## src/rtl/game_pkg.sv

```systemverilog
// game_pkg: shared types and widths for the bomb-defuse round controller.
//   state_e     - controller FSM states
//   SCREEN_W    - width of a screen value / screen position index
//   ROUND_W     - width of the round (hit) counter
//   STRIKE_W    - width of the strike counter
//   find_target - position of the first screen equal to the main screen
package game_pkg;

    localparam int unsigned SCREEN_W = 2;
    localparam int unsigned ROUND_W  = 3;
    localparam int unsigned STRIKE_W = 2;

    typedef enum logic [2:0] {
        IDLE,
        REQ,
        WAIT_GEN,
        ARMED,
        DEFUSED,
        EXPLODED
    } state_e;

    // Priority First > Second > Third > Fourth; position 0 if nothing matches.
    function automatic logic [SCREEN_W-1:0] find_target(
        input logic [SCREEN_W-1:0] first,
        input logic [SCREEN_W-1:0] second,
        input logic [SCREEN_W-1:0] third,
        input logic [SCREEN_W-1:0] fourth,
        input logic [SCREEN_W-1:0] main_scr
    );
        logic [SCREEN_W-1:0] idx;
        if (first == main_scr) begin
            idx = SCREEN_W'(0);
        end else if (second == main_scr) begin
            idx = SCREEN_W'(1);
        end else if (third == main_scr) begin
            idx = SCREEN_W'(2);
        end else if (fourth == main_scr) begin
            idx = SCREEN_W'(3);
        end else begin
            idx = SCREEN_W'(0);
        end
        return idx;
    endfunction

endpackage

```

## src/rtl/game_round_ctrl_if.sv

```systemverilog
// game_round_ctrl_if: generator and player signals of the round controller.
//   Gen_Req        - one-cycle request to the screen generator's button input
//   Gen_Done       - generator screen-done flag (level)
//   *_Screen       - generated screen values and main-screen value
//   Player_Valid   - one-cycle player selection strobe
//   Player_Sel     - selected position, 0 = First .. 3 = Fourth
//   Input_Enable   - player input window open
// Modports: master = controller side, slave = generator/player side.
interface game_round_ctrl_if;
    import game_pkg::*;

    logic                Gen_Req;
    logic                Gen_Done;
    logic [SCREEN_W-1:0] First_Screen;
    logic [SCREEN_W-1:0] Second_Screen;
    logic [SCREEN_W-1:0] Third_Screen;
    logic [SCREEN_W-1:0] Fourth_Screen;
    logic [SCREEN_W-1:0] Main_Screen;
    logic                Player_Valid;
    logic [SCREEN_W-1:0] Player_Sel;
    logic                Input_Enable;

    modport master (
        output Gen_Req,
        output Input_Enable,
        input  Gen_Done,
        input  First_Screen,
        input  Second_Screen,
        input  Third_Screen,
        input  Fourth_Screen,
        input  Main_Screen,
        input  Player_Valid,
        input  Player_Sel
    );

    modport slave (
        input  Gen_Req,
        input  Input_Enable,
        output Gen_Done,
        output First_Screen,
        output Second_Screen,
        output Third_Screen,
        output Fourth_Screen,
        output Main_Screen,
        output Player_Valid,
        output Player_Sel
    );

endinterface

```

## src/rtl/round_timer.sv

```systemverilog
// round_timer: loadable down-counter with a zero flag. Stops at zero.
//   CLK      - clock, rising edge
//   RST      - asynchronous active-low reset (count = 0)
//   load     - load load_val (wins over en)
//   load_val - value to load
//   en       - decrement while non-zero
//   zero     - count is zero
module round_timer #(
    parameter int unsigned WIDTH = 8
) (
    input  logic             CLK,
    input  logic             RST,
    input  logic             load,
    input  logic [WIDTH-1:0] load_val,
    input  logic             en,
    output logic             zero
);

    logic [WIDTH-1:0] count_q;

    always_ff @(posedge CLK or negedge RST) begin
        if (!RST) begin
            count_q <= '0;
        end else if (load) begin
            count_q <= load_val;
        end else if (en && (count_q != '0)) begin
            count_q <= count_q - 1'b1;
        end
    end

    assign zero = (count_q == '0);

endmodule

```

## src/rtl/game_round_ctrl.sv

```systemverilog
// game_round_ctrl: round sequencer for the bomb-defuse game.
// Requests a screen arrangement, latches the target position, opens a player
// window, judges the selection and tracks hits (Round) and Strikes.
//   CLK, RST     - clock (rising edge), asynchronous active-low reset
//   Start        - start/restart, level-sampled in IDLE/DEFUSED/EXPLODED
//   bus          - generator/player interface (master modport)
//   Round        - hits completed so far
//   Strikes      - strikes accumulated
//   Hit/Miss/Timeout - one-cycle result pulses
//   Defused/Exploded - terminal status, held until Start
// Build option: ROUND_TIMEOUT_EN adds the response-window counter and Timeout
// strikes; without it ARMED waits indefinitely and Timeout is tied low.
module game_round_ctrl
    import game_pkg::*;
#(
    parameter int unsigned ROUNDS        = 4,
    parameter int unsigned MAX_STRIKES   = 3,
    parameter int unsigned WINDOW_CYCLES = 1000,
    parameter int unsigned GEN_TIMEOUT   = 64
) (
    input  logic                  CLK,
    input  logic                  RST,
    input  logic                  Start,
    game_round_ctrl_if.master     bus,
    output logic [ROUND_W-1:0]    Round,
    output logic [STRIKE_W-1:0]   Strikes,
    output logic                  Hit,
    output logic                  Miss,
    output logic                  Timeout,
    output logic                  Defused,
    output logic                  Exploded
);

    localparam logic [ROUND_W-1:0]  ROUNDS_L  = ROUND_W'(ROUNDS);
    localparam logic [STRIKE_W-1:0] STRIKES_L = STRIKE_W'(MAX_STRIKES);
    localparam int unsigned WD_W = (GEN_TIMEOUT > 2) ? $clog2(GEN_TIMEOUT) : 1;

    state_e              state_q, state_d;
    logic [SCREEN_W-1:0] target_q, target_d;
    logic [ROUND_W-1:0]  round_q, round_d;
    logic [STRIKE_W-1:0] strikes_q, strikes_d;
    logic                hit_q, hit_d;
    logic                miss_q, miss_d;
    logic                gen_done_q;
    logic                gen_edge;
    logic                wd_zero;
    logic                strike;

    // Only a fresh rising edge counts; a level left high from the last round does not.
    assign gen_edge = bus.Gen_Done & ~gen_done_q;

    // Generator watchdog: loaded in REQ, runs in WAIT_GEN.
    round_timer #(
        .WIDTH(WD_W)
    ) u_wd_timer (
        .CLK     (CLK),
        .RST     (RST),
        .load    (state_q == REQ),
        .load_val(WD_W'(GEN_TIMEOUT - 1)),
        .en      (state_q == WAIT_GEN),
        .zero    (wd_zero)
    );

`ifdef ROUND_TIMEOUT_EN
    localparam int unsigned WIN_W = (WINDOW_CYCLES > 2) ? $clog2(WINDOW_CYCLES) : 1;

    logic win_zero;
    logic timeout_q, timeout_d;

    // Response window: loaded on the generator edge, runs while ARMED.
    round_timer #(
        .WIDTH(WIN_W)
    ) u_win_timer (
        .CLK     (CLK),
        .RST     (RST),
        .load    ((state_q == WAIT_GEN) && gen_edge),
        .load_val(WIN_W'(WINDOW_CYCLES - 1)),
        .en      (state_q == ARMED),
        .zero    (win_zero)
    );

    assign Timeout = timeout_q;
`else
    // Window length has no effect without the window counter.
    logic unused_window_cfg;
    assign unused_window_cfg = ^WINDOW_CYCLES;
    assign Timeout           = 1'b0;
`endif

    always_comb begin
        state_d   = state_q;
        target_d  = target_q;
        round_d   = round_q;
        strikes_d = strikes_q;
        hit_d     = 1'b0;
        miss_d    = 1'b0;
        strike    = 1'b0;
`ifdef ROUND_TIMEOUT_EN
        timeout_d = 1'b0;
`endif
        unique case (state_q)
            IDLE, DEFUSED, EXPLODED: begin
                if (Start) begin
                    round_d   = '0;
                    strikes_d = '0;
                    state_d   = REQ;
                end
            end
            REQ: begin
                state_d = WAIT_GEN;
            end
            WAIT_GEN: begin
                if (gen_edge) begin
                    target_d = find_target(bus.First_Screen, bus.Second_Screen,
                                           bus.Third_Screen, bus.Fourth_Screen,
                                           bus.Main_Screen);
                    state_d  = ARMED;
                end else if (wd_zero) begin
                    state_d = REQ;
                end
            end
            ARMED: begin
                // Player input beats a simultaneous window expiry.
                if (bus.Player_Valid) begin
                    if (bus.Player_Sel == target_q) begin
                        hit_d = 1'b1;
                        if (round_q < ROUNDS_L) begin
                            round_d = round_q + 1'b1;
                        end
                        state_d = (round_q + 1'b1 == ROUNDS_L) ? DEFUSED : REQ;
                    end else begin
                        miss_d = 1'b1;
                        strike = 1'b1;
                    end
                end
`ifdef ROUND_TIMEOUT_EN
                else if (win_zero) begin
                    timeout_d = 1'b1;
                    strike    = 1'b1;
                end
`endif
                if (strike) begin
                    if (strikes_q < STRIKES_L) begin
                        strikes_d = strikes_q + 1'b1;
                    end
                    state_d = (strikes_q + 1'b1 == STRIKES_L) ? EXPLODED : REQ;
                end
            end
            default: begin
                state_d = IDLE;
            end
        endcase
    end

    always_ff @(posedge CLK or negedge RST) begin
        if (!RST) begin
            state_q    <= IDLE;
            target_q   <= '0;
            round_q    <= '0;
            strikes_q  <= '0;
            hit_q      <= 1'b0;
            miss_q     <= 1'b0;
            gen_done_q <= 1'b0;
`ifdef ROUND_TIMEOUT_EN
            timeout_q  <= 1'b0;
`endif
        end else begin
            state_q    <= state_d;
            target_q   <= target_d;
            round_q    <= round_d;
            strikes_q  <= strikes_d;
            hit_q      <= hit_d;
            miss_q     <= miss_d;
            gen_done_q <= bus.Gen_Done;
`ifdef ROUND_TIMEOUT_EN
            timeout_q  <= timeout_d;
`endif
        end
    end

    assign bus.Gen_Req      = (state_q == REQ);
    assign bus.Input_Enable = (state_q == ARMED);
    assign Round            = round_q;
    assign Strikes          = strikes_q;
    assign Hit              = hit_q;
    assign Miss             = miss_q;
    assign Defused          = (state_q == DEFUSED);
    assign Exploded         = (state_q == EXPLODED);

endmodule

```

## src/flat_wrapper.sv

```systemverilog
// flat-port wrapper written by rule: the top's interface ports become plain ports
module game_round_ctrl_flat import game_pkg::*;
#(
    parameter int unsigned ROUNDS        = 4,
    parameter int unsigned MAX_STRIKES   = 3,
    parameter int unsigned WINDOW_CYCLES = 1000,
    parameter int unsigned GEN_TIMEOUT   = 64
)
  (CLK, RST, Start, Round, Strikes, Hit, Miss, Timeout, Defused, Exploded, bus_Gen_Req, bus_Input_Enable, bus_Gen_Done, bus_First_Screen, bus_Second_Screen, bus_Third_Screen, bus_Fourth_Screen, bus_Main_Screen, bus_Player_Valid, bus_Player_Sel);
  game_round_ctrl_if bus_i ();
  input  logic CLK;
  input  logic RST;
  input  logic Start;
  output logic [ROUND_W-1:0] Round;
  output logic [STRIKE_W-1:0] Strikes;
  output logic Hit;
  output logic Miss;
  output logic Timeout;
  output logic Defused;
  output logic Exploded;
  output wire logic [$bits(bus_i.Gen_Req)-1:0] bus_Gen_Req;
  output wire logic [$bits(bus_i.Input_Enable)-1:0] bus_Input_Enable;
  input wire logic [$bits(bus_i.Gen_Done)-1:0] bus_Gen_Done;
  input wire logic [$bits(bus_i.First_Screen)-1:0] bus_First_Screen;
  input wire logic [$bits(bus_i.Second_Screen)-1:0] bus_Second_Screen;
  input wire logic [$bits(bus_i.Third_Screen)-1:0] bus_Third_Screen;
  input wire logic [$bits(bus_i.Fourth_Screen)-1:0] bus_Fourth_Screen;
  input wire logic [$bits(bus_i.Main_Screen)-1:0] bus_Main_Screen;
  input wire logic [$bits(bus_i.Player_Valid)-1:0] bus_Player_Valid;
  input wire logic [$bits(bus_i.Player_Sel)-1:0] bus_Player_Sel;
  assign bus_Gen_Req = bus_i.Gen_Req;
  assign bus_Input_Enable = bus_i.Input_Enable;
  assign bus_i.Gen_Done = bus_Gen_Done;
  assign bus_i.First_Screen = bus_First_Screen;
  assign bus_i.Second_Screen = bus_Second_Screen;
  assign bus_i.Third_Screen = bus_Third_Screen;
  assign bus_i.Fourth_Screen = bus_Fourth_Screen;
  assign bus_i.Main_Screen = bus_Main_Screen;
  assign bus_i.Player_Valid = bus_Player_Valid;
  assign bus_i.Player_Sel = bus_Player_Sel;
  game_round_ctrl #(.ROUNDS(ROUNDS), .MAX_STRIKES(MAX_STRIKES), .WINDOW_CYCLES(WINDOW_CYCLES), .GEN_TIMEOUT(GEN_TIMEOUT)) u_core (.CLK(CLK), .RST(RST), .Start(Start), .bus(bus_i), .Round(Round), .Strikes(Strikes), .Hit(Hit), .Miss(Miss), .Timeout(Timeout), .Defused(Defused), .Exploded(Exploded));
endmodule
```

## config.mk

```make
export PLATFORM = sky130hd
export DESIGN_NAME = game_round_ctrl_flat
export DESIGN_NICKNAME = d
export VERILOG_FILES = /design/src/rtl/game_pkg.sv /design/src/rtl/game_round_ctrl_if.sv /design/src/rtl/round_timer.sv /design/src/rtl/game_round_ctrl.sv /design/src/flat_wrapper.sv
export SDC_FILE = /design/constraint.sdc
export NUM_CORES = 1
export LEC_CHECK = 0
export CAP_MARGIN = 30
export CELL_PAD_IN_SITES_DETAIL_PLACEMENT = 0
export CELL_PAD_IN_SITES_GLOBAL_PLACEMENT = 1
export CORE_UTILIZATION = 36
export DETAILED_ROUTE_END_ITERATION = 7
export PLACE_DENSITY_LB_ADDON = 0.1
export SYNTH_ARGS = -nofsm -noshare
export SYNTH_HDL_FRONTEND = slang
export SYNTH_HIERARCHICAL = 1
export SYNTH_SLANG_ARGS = --single-unit
```

## constraint.sdc

```tcl
create_clock -name CLK -period 2.3 [get_ports CLK]
set_clock_uncertainty 0.2 [all_clocks]
set_input_delay 0.23 -clock CLK [delete_from_list [all_inputs] [get_ports CLK]]
set_output_delay 0.23 -clock CLK [all_outputs]
set_load 0.03 [all_outputs]
```

### Yosys cells after proc, flatten, opt, wreduce, memory -nomap -nowiden

Index checks and enable logic that the tools add are counted.

* register bits after elaboration: 19
* input bits: 17
* output and inout bits: 12
* logic and storage cells: 78

* add/subtract/negate cells: 3
* $lt $le $gt $ge: 2
* equality and inequality tests: 21
* mux-type cells: 31
* bitwise gates (word level): 2
* reduce and logical (&&, ||, !) cells: 11

Operator list (number)
* 3-bit two-way mux: 12
* 2-bit two-way mux: 7
* 6-bit two-way mux: 2
* 3-bit one-hot mux with 4 select lines: 1
* 2-bit equality test: 5
* 2-bit by 1-bit inequality test with 1-bit output, second input constant: 5
* 3-bit equality test, second input constant: 3
* 3-bit by 1-bit inequality test with 1-bit output, second input constant: 3
* 4-bit AND reduction: 2
* 1-bit two-way mux: 7
* 3-bit by 2-bit equality test with 1-bit output, second input constant: 2
* 6-bit zero test: 1
* 3-bit one-hot mux with 2 select lines: 1
* 6-bit nonzero test: 1
* 6-bit by 1-bit subtractor with 6-bit output, second input constant: 1
* 5-bit AND reduction: 1
* 2-bit one-hot mux with 2 select lines: 1
* 2-bit nonzero test: 2
* 3-bit by 1-bit adder with 3-bit output, second input constant: 1
* 3-bit by 1-bit equality test with 1-bit output, second input constant: 1
* 3-bit zero test: 1
* 3-bit less-than comparator, second input constant: 1
* 3-bit OR reduction: 1
* 2-bit by 1-bit adder with 2-bit output, second input constant: 1
* 7 further kinds: 7

### Longest topological paths before layout

* depth in word-level cells: 7
* gate-level depth with buffers: 7
* gate-level depth less buffers: 7

### Cells and area by module

The synthesis kept the hierarchy.

Modules (own cells, without submodules)
* game_round_ctrl: times used 1, cells an instance 89, area an instance 818.3 sq um, seq. area each 325.3 sq um
* round_timer: times used 1, cells an instance 44, area an instance 395.4 sq um, seq. area each 150.1 sq um

### Worst setup path before layout

Ideal clock, no wire load.

* kind: reg2reg
* start: register u_core.state_q[0]
* end: register u_core.u_wd_timer.count_q[3]
* setup time: 0.087 ns
* arrival: 1.733 ns
* data required time: 2.013 ns
* setup slack: 0.281 ns
* cell stages (with the launch flop): 5
* path buffers: 0
* clock period less this slack: 2.019 ns
* path through: dfrtp_1 nor3b_2 or3b_1 or4_1 o211ai_1

* word-level cells in the longest chain between the ends: 3
* elaborated cells on any way between the ends: 5
* classes of those cells: 2 x eq/ne; 1 x mux; 2 x reduce/logical

Ends and longest elaborated chain
* start: declaration: line game_round_ctrl.sv:38 `state_e state_q, state_d;`
* start signal: assignment: line game_round_ctrl.sv:168 `state_q <= state_d;`
* 3-bit by 2-bit equality test with 1-bit output: line game_round_ctrl.sv:60 `.en (state_q == WAIT_GEN),`
* 1-bit logical AND: line round_timer.sv:26 `end else if (en && (count_q != '0)) begin`
* 2-bit nonzero test (no line)
* end signal: assignment: line round_timer.sv:25 `count_q <= load_val;`
* end signal: assignment: line round_timer.sv:27 `count_q <= count_q - 1'b1;`
* end: declaration: line round_timer.sv:19 `logic [WIDTH-1:0] count_q;`

Several ways; a longest one is shown, not always the timed one.
A chain may end at the register's enable or synchronous reset.

### Worst setup path in the final report

* start: register u_core.state_q[1]
* end: output Defused

* word-level cells in the longest chain between the ends: 1

Ends and longest elaborated chain
* 3-bit equality test: line game_round_ctrl.sv:187 `assign Defused = (state_q == DEFUSED);`
* end: declaration: line flat_wrapper.sv:19 `output logic Defused;`

Every way passes these cells.

==> key figures <==
Logic synthesis
  • Mapped Avg Cell Area: 9.13 µm²
  • Synth Register Bits: 19
  • Synth Flop Type: dfrtp_1
  • Synth top area share: 39.2%
  • Number of synthesized flops with an enable pin: 0
  • Synth cell count leaders: 19 x dfrtp_1, 15 x nand2_1, 14 x nor2_1, 9 x inv_1, 8 x xor2_1
  • Ys async rst share: 100%
  • Synth area leader: dfrtp_1
  • Synth area leaders: dfrtp_1 39%, ha_1 6.2%, xor2_1 5.8%, nand2_1 4.6%, nor2_1 4.3%
  • Seq/Total Area, Yosys: 39.2%
  • Post-Syn Area: 1210 µm²
  • Syn Inst Count: 133
  • Most frequent cell after synthesis: dfrtp_1
  • Yosys cell types: 42
  • Yosys Warn Count: 6

Route
  • Routed WL per cell: 12.5 µm
  • Vias per std cell: 4.89
  • Detailed-route via count: 1037
  • DRT iter0 DRCs: 39
  • Post-route ant nets: 0
  • Final WL: 2650 µm
  • Drt first pass iters: 4
  • Residual DRC: 0

Pwr
  • Peak VDD IR: 0.000643 V
  • Psw: 0.812 mW
  • Cell Pwr Density: 1120 nW/µm²
  • Pleak: 0.722 nW
  • Clock network power share: 9.7%
  • Sequential power share: 34.1%
  • Sw frac: 45.7%
  • Comb pwr share: 56.2%
  • Internal Power: 0.964 mW

Clocking
  • Clk root buf: clkbuf_4
  • Worst skew pair latency: 290 ps
  • Post-CTS sizing: 1
  • H-tree depth: 1
  • Clock Tree Buf Depth: 2
  • Hold buffer count at cts: 0
  • Clock transition at path regs: 120 ps
  • Post-CTS setup buffer count: 0
  • TritonCTS Buffers: 3
  • CTS tree: done
  • Clock Sinks: 19

Worst setup path
  • Startpoint types: flop
  • Stages on the worst setup path: 4
  • Max stage delay on crit path: 670 ps
  • Critical path origin: u_core/state_q[1]
  • CP Cell Sequence: inv_1, nand2_1, nor2_1, clkdlybuf4s50_1
  • Critical Path AT: 1750 ps
  • R2R Setup Slk: 340 ps
  • Critical path fanouts, max: 7
  • Crit Path Class: flop to output pin
  • Worst EP required: 1870 ps
  • R2r startpoint: u_core/u_wd_timer/count_q[2]
  • Slowest CP cell: clkdlybuf4s50_1
  • Worst Setup EP: Defused
  • Reg-to-reg critical path endpoint: u_core/state_q[0]
  • Worst path top cell family by delay: buffers and inverters
  • Worst setup EP type: output pin
  • WP buf/inv: 2
  • R2R depth: 5

GRT
  • Vias in the first global route: 1068
  • First-pass GRT wire length: 4780 µm
  • Largest net degree at the start of global routing: 20
  • Initial antenna violation count: 0
  • Total grt overflow: 0
  • GRT Total Usage: 17.4%

Hold path
  • Hold WC Path Type: primary input to async pin

Floorplanning
  • DIE AREA: 3610 µm²
  • Starting Density: 38.8%
  • Die Span Y: 60.1 µm
  • Core footprint: 3130 µm²
  • IO Count: 29
  • Rows: 20
  • Die X: 60.1 µm

STA
  • Pins Over Slew Limit: 0
  • F_max: 459 MHz
  • Final Cycle Share: 94.7%
  • Smallest hold slack: 51.5 ps
  • Setup Total Neg Slack: 0 ps
  • Unrepaired setup endpoints after global routing: false
  • Hold Vio Cnt, Final: 0
  • Final setup viols: 0
  • Final period demand of the worst path: 2180 ps

Placed design
  • GP Congestion: 0.737
  • Placed insts: 208
  • HPWL after DPL: 2060 µm
  • # port buffers: 27

Final layout
  • Finished Layout Cells: 212
  • Area grow syn2layout: 31.1%
  • # diodes: 0
  • Share of post-route cells with drive strength above 1: 8.33%
  • Layout Nets: 192
  • Fillers: 329

Flow run
  • Max cap viols: 0

Run status
  • Status: finished clean
[metal layers]
layer  track usage [%]  routed length, µm  vias up
met2              29.4               1260       26
met4              2.99                 14        0
met1              23.7               1270      478
met5                 0                  0        -
met3              2.60                101        2
li1                  -                  -      531
[layout make-up]
class                      instances  area, µm²  area share (%)
multi-input combinational        105        698            43.9
inverter                          10       38.8            2.44
timing repair buffer              30        297            18.6
clock buffer                       3       22.5            1.42
tap                               44       55.1            3.46
sequential                        19        475            29.9
clock inverter                     1       5.00           0.314
[worst register-to-register path, cell delays in order (launching register included)]
cell,delay (ps)
dfrtp_1,450
or3_1,500
nor2_1,240
nor2_1,80
a221oi_1,290
o21a_1,160
[sequential cells by signal, indices dropped and copies added (netlist names)]
name,count
u_core/Hit,1
u_core/gen_done_q,1
u_core/Miss,1
u_core/Strikes,2
u_core/state_q,3
u_core/u_wd_timer/count_q,6
u_core/target_q,2
u_core/Round,3
[per-stage QoR]
step	utilization, %	setup slack [ps]	cell area [µm²]	total power [mW]
2_1_floorplan	-	281	1230	1.29
3_3_place_gp	49.9	272	1560	1.60
3_5_place_dp	49.9	261	1560	1.62
4_1_cts	50.7	3.90	1590	1.80
5_1_grt	50.9	6.95	1590	1.95
6_report	50.9	122	1590	1.78
[cell families after synthesis]
family / after synthesis / share of synthesized area (%)
buffers and inverters: 14 / 4.84
AO/OA/AOI/OAI: 28 / 16.1
AND/OR/NAND/NOR: 50 / 22.6
flip-flops: 19 / 39.2
other: 2 / 0.619
XOR/XNOR: 10 / 7.22
adder cells (fa/ha/maj): 6 / 6.19
multiplexers: 4 / 3.30
[power by group through the flow]
stage | clock network [mW] | registers (mW) | logic (mW)
global placement | 0 | 0.602 | 0.997
global route | 0.201 | 0.634 | 1.11
floorplan | 0 | 0.658 | 0.635
finish | 0.173 | 0.605 | 0.999
CTS | 0.183 | 0.606 | 1.01
detailed placement | 0 | 0.612 | 1.01
[layout by cell type (no fill, tap or decap), drive strengths merged, types with 3 or more instances in the layout]
| master | synthesis | final |
|---|---|---|
| nand2 | 16 | 16 |
| or4 | 3 | 3 |
| or3b | 3 | 3 |
| ha | 6 | 6 |
| buf | 3 | 3 |
| nor2 | 14 | 14 |
| o31ai | 4 | 4 |
| clkdlybuf4s50 | 0 | 24 |
| dfrtp | 19 | 19 |
| inv | 9 | 9 |
| nand2b | 3 | 3 |
| a31oi | 3 | 3 |
| o211ai | 3 | 3 |
| conb | 2 | 7 |
| clkbuf | 1 | 3 |
| a21oi | 5 | 5 |
| o22ai | 4 | 4 |
| xor2 | 8 | 8 |
| nor3 | 3 | 3 |
| mux2i | 4 | 4 |
[how the worst min path moves through the flow]
stage | from | cells after the start | to | slack (ps)
final | RST | 2 | u_core/u_wd_timer/count_q[5] | 50
after global routing | RST | 2 | u_core/u_wd_timer/count_q[5] | 80
after CTS | RST | 2 | u_core/u_wd_timer/count_q[5] | 50
after detailed placement | u_core/target_q[0] | 2 | u_core/target_q[0] | 300
after global placement | u_core/state_q[2] | 1 | u_core/state_q[1] | 280
after floorplan | RST | 0 | u_core/Hit | -270
Note: power is estimated with default switching activity, not from simulation.
